## config.mk

```make
export PLATFORM = sky130hd
export DESIGN_NAME = aes_round_ctrl
export DESIGN_NICKNAME = d
export VERILOG_FILES = /design/src/rtl/aes_round_ctrl.sv
export SDC_FILE = /design/constraint.sdc
export NUM_CORES = 1
export LEC_CHECK = 0
export CAP_MARGIN = 0
export CELL_PAD_IN_SITES_DETAIL_PLACEMENT = 0
export CELL_PAD_IN_SITES_GLOBAL_PLACEMENT = 1
export CORE_AREA = 2 2 252 254
export CTS_BUF_LIST = sky130_fd_sc_hd__clkbuf_4 sky130_fd_sc_hd__clkbuf_8 sky130_fd_sc_hd__clkbuf_16
export CTS_CLUSTER_DIAMETER = 40
export DETAILED_ROUTE_END_ITERATION = 8
export DIE_AREA = 0 0 254 256
export GPL_ROUTABILITY_DRIVEN = 0
export PLACE_DENSITY = 0.6
export SETUP_SLACK_MARGIN = 0.02
export SYNTH_ARGS = -nofsm -noshare
export SYNTH_HDL_FRONTEND = slang
export SYNTH_SLANG_ARGS = --single-unit
```

## constraint.sdc

```tcl
create_clock -name clk -period 13.8 [get_ports clk]
set_clock_uncertainty 0.1 [all_clocks]
set_input_delay 3.45 -clock clk [delete_from_list [all_inputs] [get_ports clk]]
set_output_delay 3.45 -clock clk [all_outputs]
set_load 0.05 [all_outputs]
```

## src/rtl/aes_round_ctrl.sv

```systemverilog
// -----------------------------------------------------------------------------
// aes_round_ctrl
// Iterative AES encryption sequencer. Owns the 128-bit cipher state and steps it
// through an external combinational round datapath once per clock. The initial
// AddRoundKey (key whitening) is done here on the accepting edge. After that the
// datapath result is registered once per round until round NR. The ciphertext
// is then latched and a one-cycle done pulse is raised.
//
// Parameters
//   NR  number of rounds (10/12/14 for AES-128/192/256)
//   RW  round counter width, 2**RW > NR
//
// Ports
//   clk, rst   rising-edge clock, asynchronous active-high reset
//   start      encrypt request, honoured only while ready=1
//   ready      high in IDLE
//   busy       high in ROUND and DONE
//   data_in    plaintext, captured on the accepting edge
//   key_round  index of the round key wanted from the key schedule
//   round_key  round key for key_round (combinational from the key schedule)
//   rd_state   state fed to the round datapath
//   rd_last    final round flag, datapath skips MixColumns
//   rd_result  round datapath output
//   data_out   ciphertext, held until the next block completes
//   done       one-cycle completion pulse
// -----------------------------------------------------------------------------
module aes_round_ctrl #(
    parameter int NR = 10,
    parameter int RW = 4
) (
    input  logic          clk,
    input  logic          rst,
    input  logic          start,
    output logic          ready,
    output logic          busy,
    input  logic [127:0]  data_in,
    output logic [RW-1:0] key_round,
    input  logic [127:0]  round_key,
    output logic [127:0]  rd_state,
    output logic          rd_last,
    input  logic [127:0]  rd_result,
    output logic [127:0]  data_out,
    output logic          done
);

    typedef enum logic [1:0] {
        S_IDLE  = 2'd0,
        S_ROUND = 2'd1,
        S_DONE  = 2'd2
    } fsm_t;

    localparam logic [RW-1:0] RND_LAST = RW'(NR);
    localparam logic [RW-1:0] RND_ONE  = RW'(1);

    fsm_t          fsm_q, fsm_d;
    logic [RW-1:0] rnd_q, rnd_d;
    logic [127:0]  state_q, state_d;
    logic [127:0]  data_out_q, data_out_d;
    logic          ready_q, ready_d;
    logic          busy_q, busy_d;
    logic          done_q, done_d;
    logic [RW-1:0] key_round_q, key_round_d;
    logic          rd_last_q, rd_last_d;

    always_comb begin
        fsm_d      = fsm_q;
        rnd_d      = rnd_q;
        state_d    = state_q;
        data_out_d = data_out_q;

        case (fsm_q)
            S_IDLE: begin
                // key_round is 0 in IDLE, so round_key is the whitening key
                if (start) begin
                    state_d = data_in ^ round_key;
                    rnd_d   = RND_ONE;
                    fsm_d   = S_ROUND;
                end
            end
            S_ROUND: begin
                state_d = rd_result;
                if (rnd_q == RND_LAST) begin
                    data_out_d = rd_result;
                    fsm_d      = S_DONE;
                end else begin
                    rnd_d = rnd_q + RND_ONE;
                end
            end
            S_DONE: begin
                fsm_d = S_IDLE;
                rnd_d = '0;
            end
            default: begin
                fsm_d = S_IDLE;
                rnd_d = '0;
            end
        endcase

        // Outputs are decoded from the next state so they can be registered
        // and still line up with the state they describe.
        ready_d     = (fsm_d == S_IDLE);
        busy_d      = (fsm_d == S_ROUND) || (fsm_d == S_DONE);
        done_d      = (fsm_d == S_DONE);
        key_round_d = (fsm_d == S_ROUND) ? rnd_d : '0;
        rd_last_d   = (fsm_d == S_ROUND) && (rnd_d == RND_LAST);
    end

    always_ff @(posedge clk or posedge rst) begin
        if (rst) begin
            fsm_q       <= S_IDLE;
            rnd_q       <= '0;
            state_q     <= '0;
            data_out_q  <= '0;
            ready_q     <= 1'b1;
            busy_q      <= 1'b0;
            done_q      <= 1'b0;
            key_round_q <= '0;
            rd_last_q   <= 1'b0;
        end else begin
            fsm_q       <= fsm_d;
            rnd_q       <= rnd_d;
            state_q     <= state_d;
            data_out_q  <= data_out_d;
            ready_q     <= ready_d;
            busy_q      <= busy_d;
            done_q      <= done_d;
            key_round_q <= key_round_d;
            rd_last_q   <= rd_last_d;
        end
    end

    assign ready     = ready_q;
    assign busy      = busy_q;
    assign done      = done_q;
    assign key_round = key_round_q;
    assign rd_last   = rd_last_q;
    assign rd_state  = state_q;
    assign data_out  = data_out_q;

endmodule

```

=== After elaboration in Yosys (flattened, before gate mapping) ===
Index checks and enable logic that the tools add are counted.

* Register bits after elaboration: 270
* Input port bits: 387
* Output and inout bits: 264
* Logic and storage cells: 33

* $add $sub $neg: 1
* Equality and inequality tests: 6
* Multiplexer cells: 9
* Bitwise operators: 1
* Reduce and logical (&&, ||, !) cells: 7

{| class="wikitable"
|+ Operators with widths
! operator !! count
|-
| 128-bit case mux with 2 select lines || 1
|-
| 128-bit two-way mux || 1
|-
| 128-bit bitwise XOR || 1
|-
| 4-bit two-way mux || 3
|-
| 4-bit equality test (second input constant) || 2
|-
| 4-bit case mux with 2 select lines || 1
|-
| 4-bit by 1-bit adder with 4-bit output (second input constant) || 1
|-
| 2-bit by 1-bit equality test with 1-bit output (second input constant) || 2
|-
| 2-bit logical NOT || 2
|-
| 2-bit two-way mux || 2
|-
| 2-bit case mux with 2 select lines || 1
|-
| 2-bit AND reduction || 2
|-
| 2-bit equality test (second input constant) || 1
|-
| 2-bit != test (second input constant) || 1
|-
| 2-bit nonzero test || 1
|-
| 1-bit logical AND || 1
|-
| 1-bit logical OR || 1
|}

=== Longest topological paths before layout ===
Gate-level depths: netlist (run 1).

* Depth in word-level cells: 5
* Gate-level depth with buffers: 10
* Gate-level depth less buffers: 10

=== Least setup slack after synthesis (run 1) ===
OpenSTA, ideal clock, no wires.

* Path kind: input to register
* Start point: input port start
* End point: register rd_last_q (netlist: rd_last)
* Setup time: 0.068 ns
* Data arrival time: 4.427 ns
* Required time: 13.632 ns
* Slack: 9.205 ns
* Stages: 8
* Cells stage by stage: nor2_1 -> a21oi_1 -> nand2_1 -> inv_1 -> ha_1 -> nand2_1 -> a311oi_2 -> and4b_1

* Word-level cells in the longest chain between the ends: 4

{| class="wikitable"
|+ Ends and longest elaborated chain
! item !! line !! RTL
|-
| from (decl) || 33 || <nowiki>input logic start,</nowiki>
|-
| 2-bit two-way mux || 74 || <nowiki>if (start) begin</nowiki>
|-
| 2-bit case mux with 2 select lines || 71 || <nowiki>case (fsm_q)</nowiki>
|-
| named net fsm_d[0] || 55 || <nowiki>fsm_t fsm_q, fsm_d;</nowiki>
|-
| 2-bit by 1-bit equality test with 1-bit output || 105 || <nowiki>rd_last_d = (fsm_d == S_ROUND) && (rnd_d == RND_LAST);</nowiki>
|-
| 1-bit logical AND || 105 ||
|-
| named net rd_last_d || 63 || <nowiki>logic rd_last_q, rd_last_d;</nowiki>
|-
| to (signal assigned) || 128 || <nowiki>rd_last_q <= rd_last_d;</nowiki>
|-
| to (decl) || 63 ||
|}

The timed path passes the listed nets, and every way through them passes these cells.
A chain may end at the register's enable or synchronous reset.

==> impl_metrics.ini, run 1 <==
[run_status]
status = completed

[routing]
met3_length_mm = 6.232
drt-total-wl_mm = 58.27
drtAntennaViolNets = 0
route.detailed.drc = 0
dr_wl_met2_mm = 27.70
drt-pass1-iter-count = 4
drt_iter0_drc = 458
via_per_inst = 4.185
routedWlPerCell_um = 20.45
routed-via-count = 11930
top_layer_used = met5
wl_met1_mm = 22.17

[synth]
netlist_area_sq_um = 12520
syn_inst = 1320
synth_nets = 1712
yosysSeqAreaShare_pct = 53.97
yosysWarnings = 0
synth-seq-cells = 270
ys_types = 27
syn_area_per_cell_sq_um = 9.485

[power_and_ir_drop]
worst_ir_drop_vdd_mv = 0.1279
power.leakage_uw = 0.008997
p_per_area_nw_per_um2 = 270.3

[setup_path]
arrival_ns = 6.10
critPathCaptureType = asynchronous set/reset pin
ff2ff_setup_slack_ns = 9.65
required_ns = 14.22
reg2reg_from = fsm_q[0]
rr_worst_depth = 7
timing_worst_setup_path_type = primary input to asynchronous set/reset pin
reg2reg_to = data_out[120]
start_kind = primary input
cp_max_fo = 87

[worst_hold_path]
whs_endpoint = data_out[41]
whs_path_depth = 2
hp-class = register to register
hold_start = data_out[41]

[cts]
cts_hold_buf = 0
cts_tree = built
cts_buffers = 54
ctsResizeCount = 0
cts_setup_buffers = 0
cts.clk_slew.worst_paths_ns = 0.05
cts_sinks = 270
worst_skew_pair.late_latency_ns = 0.59
htree_num_levels = 2
clockBufferDepth = 3
cts_root_buf = clkbuf_16

[final_layout]
fin_cells = 2850
fill_cells = 6474
ff_latch_area_sq_um = 6765
drive_gt1_share_pct = 6.353
multi_input_area_sq_um = 5351
nets = 2345
fin_area_sq_um = 21860
finalCoreUtilization_pct = 35.04
syn_to_final_growth_pct = 74.60

[floorplan]
die_x_um = 254
fp.dieH_um = 256
core_area_sq_um = 62390
io_pins = 651
rows = 92
dieArea_sq_um = 65020
initial_utilization_pct = 20.07

[global_route]
antenna_found_initial = 21
grt_pass1_wl_mm = 83.57
grt_max_degree = 88
grtUsageTotal_pct = 17.28
grt_pass1_vias = 12500
grt_remaining_overflow = 0

[placed_design]
dpl.hpwl_mm = 42.68
postPlaceCellArea_sq_um = 19810
io_buffer_count = 650
dp.cells = 2743

[timing]
fin_crit_sh_pct = 41.21
fin_crit_ns = 5.687
fmax_mhz = 175.8
slew_headroom_pct = 23.81
finalSetupViolations = 0
worst_slew_pin_slew_ns = 1.143
hold_viol_final = 0
fin_tns_setup_ns = 0
drv_slew = 0
rsz0062_at_grt = no

[run]
drv_cap = 0
cell families (layout without fill, tap and decap cells):
group,Yosys count,in the layout,share of synthesized area [%]
AOI/OAI and AO/OA,265,265,13.83
xor gates and xnor gates,128,128,8.954
adders and majority gates,5,5,0.4997
buffers and inverters,92,771,3.667
DFF,270,270,53.97
other,0,5,0
and+or+nand+nor,560,560,19.08
metal layers:
layer / vias to the layer above / global-route usage [%]
met5: - / 0
met3: 123 / 7.221
met2: 534 / 29.08
met4: 18 / 6.569
li1: 5610 / -
met1: 5643 / 19.33
placed cells by master (no fill, tap or decap), drive strengths merged, types with 7 or more instances in the layout:
cell type,netlist,final
clkdlybuf4s50,0,650
nand2,416,416
dfrtp,269,269
a21oi,131,131
xnor2,128,128
nor2b,105,105
o22a,102,102
clkbuf,28,67
nor2,32,32
o21ai,28,28
inv,6,14
buf,58,13
bufinv,0,10
clkinv,0,10
clkinvlp,0,7
how the worst max path moves through the flow:
stage,cells past startpoint,to,start
finish,4,fsm_q[1],rst
global route,4,fsm_q[1],rst
CTS,4,fsm_q[1],rst
detailed placement,4,fsm_q[1],rst
global placement,4,fsm_q[1],rst
floorplan,1,busy,rst
cell usage after synthesis, drive strengths merged:
cell type,instances,area (sq um)
and4b,1,10.01
o21a,1,7.510
o22a,102,893.4
inv,6,22.52
dfrtp,269,6731
o221a,1,11.26
and2,2,12.51
and3b,1,8.760
buf,58,331.6
or2,1,6.260
o21ai,28,140.1
ha,5,62.56
a311oi,2,23.77
dfstp,1,26.28
nand2,416,1564
clkbuf,28,105.1
nand3,2,10.01
nor2,32,120.1
a21oi,131,655.6
xnor2,128,1121
nor2b,105,656.9
metrics by stage:
step	hold WS, ns	total power (uW)	worst slack, ns
6_report	0.3696	5909	8.113
2_1_floorplan	0.4601	3295	2.813
3_5_place_dp	0.3616	4497	7.313
3_3_place_gp	0.3573	4480	7.341
5_1_grt	0.3889	6192	7.712
4_1_cts	0.3741	5996	7.970
cell type report:
type | count | share of cell area [%]
sequential | 270 | 30.95
clock buffer | 67 | 6.885
multi-input combinational | 958 | 24.48
timing repair buffer | 663 | 30.21
tap | 846 | 4.842
clock inverter | 35 | 2.432
inverter | 6 | 0.1488
antenna | 5 | 0.05723
report_power, final:
part	switching, uW	internal, uW	total (uW)
sequential	243	1170	1410
combinational	2040	1000	3040
clock	482	971	1450
registers in the layout, indices dropped and copies added, names as in the netlist:
signal	flops
rd_state	128
done	1
rnd_q	4
key_round	4
busy	1
rd_last	1
fsm_q	2
data_out	128
ready	1
critical path: stages:
cell	delay (ns)
clkdlybuf4s50_1	0.49
inv_8	0.48
buf_4	0.79
buf_4	0.79
Note: power is estimated with default switching activity, not from simulation.
==> inputs of run 2 (changes only) <==
clock period = 5.9 ns   (was 13.8 ns; I/O delays follow)
==> impl_metrics.ini, run 2 (synthesis results as in run 1) <==
[run]
drv_cap = 0

[routing]
drt-pass1-iter-count = 5
via_per_inst = 4.142
route.detailed.drc = 0
drt_iter0_drc = 449
routedWlPerCell_um = 20.14
drtAntennaViolNets = 0
routed-via-count = 11830
drt-total-wl_mm = 57.55

[global_route]
antenna_found_initial = 13
grt_max_degree = 100
grt_remaining_overflow = 0
grtUsageTotal_pct = 17.19
grt_pass1_vias = 12440
grt_pass1_wl_mm = 83.20

[floorplan]
initial_utilization_pct = 20.07
core_area_sq_um = 62390
die_x_um = 254
dieArea_sq_um = 65020
fp.dieH_um = 256
io_pins = 651
rows = 92

[setup_path]
crit_path_cell_trace = clkdlybuf4s50_1
critPathCaptureType = primary output
critical_path.max_stage_delay_ns = 0.91
reg2reg_from = fsm_q[0]
arrival_ns = 2.02
crit_cells = 1
rr_worst_depth = 7
start_kind = register
timing_worst_setup_path_type = register to primary output
critical-path-top-delay-family = buffers and inverters
ff2ff_setup_slack_ns = 2.46
reg2reg_to = data_out[8]
cp_max_fo = 1
crit_slowest_cell = clkdlybuf4s50_1
required_ns = 4.32
path_buf_inv = 1

[power_and_ir_drop]
comb_power_share_pct = 50.5
power.leakage_uw = 0.009125
switching_power_uw = 6417
p_int_uw = 7650
clock_power_share_pct = 26.0
power_frac_seq_pct = 23.4
swShare_pct = 45.62
p_per_area_nw_per_um2 = 636.6
worst_ir_drop_vdd_mv = 0.2951

[timing]
fin_tns_setup_ns = 0
hold_viol_final = 0
worst_slew_pin_slew_ns = 0.9154
drv_slew = 0
fin_crit_ns = 3.590
fin_crit_sh_pct = 60.85
timing.hold.ws_ns = 0.3672
slew_headroom_pct = 38.97
finalSetupViolations = 0
fmax_mhz = 278.5
rsz0062_at_grt = no

[cts]
cts.clk_slew.worst_paths_ns = 0.05
worst_skew_pair.late_latency_ns = 0.58
cts_setup_buffers = 0
cts_tree = built
htree_num_levels = 2
clockBufferDepth = 3
cts_root_buf = clkbuf_16
cts_buffers = 60
cts_sinks = 270
ctsResizeCount = 0
cts_hold_buf = 0

[final_layout]
drive_gt1_share_pct = 6.726
fill_cells = 6450
syn_to_final_growth_pct = 76.48
nets = 2353
final_common_cell = clkdlybuf4s50_1
final_cell_mix = 650 x clkdlybuf4s50_1, 415 x nand2_1, 267 x dfrtp_1, 131 x a21oi_1, 128 x xnor2_1

[worst_hold_path]
hold_start = data_out[57]
hp-class = register to register
whs_endpoint = data_out[57]
whs_path_depth = 2

[run_status]
status = completed

[placed_design]
dpl.hpwl_mm = 42.86
io_buffer_count = 650
==> run 2: changes by cell type in the layout (fill, tap and decap cells not counted), sizes merged <==
cell	change
buf	+2
clkinv	+2
clkbuf	+10
inv	-7
clkinvlp	-1
diode	-1
bufinv	+2
==> run 2: power by group through the flow <==
stage	clock network, uW	logic [uW]	registers, uW
global placement	0	7160	3300
detailed placement	0	7190	3310
finish	3660	7110	3300
CTS	3750	7200	3310
floorplan	0	1540	6170
global route	3860	7490	3420
==> run 2: per-stage QoR <==
step	util, %	power, uW	instance area (sq um)	worst slack, ns	cells
floorplan	-	7708	12520	0.7584	1320
global placement	31.85	10460	19870	2.088	2745
detailed placement	31.85	10500	19870	2.049	2745
CTS	35.40	14260	22090	2.252	2853
global route	35.41	14760	22090	2.126	2856
finish	35.42	14070	22100	2.310	2857
==> run 2: area by class of cell <==
| type | count | area (sq um) | share of cell area (%) |
|---|---|---|---|
| well taps | 846 | 1059 | 4.791 |
| clock inverters | 31 | 479.2 | 2.169 |
| flip-flops and latches | 270 | 6765 | 30.62 |
| diodes | 4 | 10.01 | 0.04530 |
| repair buffers | 665 | 6669 | 30.18 |
| inverters | 6 | 28.78 | 0.1302 |
| multi-input cells | 958 | 5351 | 24.22 |
| clock buffers | 77 | 1734 | 7.848 |
==> run 2: how the worst max path moves through the flow <==
stage	startpoint	slack, ns	end
after floorplan	rst	0.76	busy
after global placement	start	2.09	rd_state[40]
after detailed placement	start	2.05	rd_state[39]
after CTS	ready	2.25	ready
after global routing	fsm_q[0]	2.13	data_out[35]
final	ready	2.31	ready
==> run 2: per-layer routing <==
metal | wire [um] | GRT usage [%] | vias up
met1 | 21970 | 19.41 | 5589
met3 | 5785 | 6.743 | 101
li1 | - | - | 5628
met5 | 82 | 0 | -
met4 | 1565 | 5.392 | 12
met2 | 28150 | 29.54 | 503
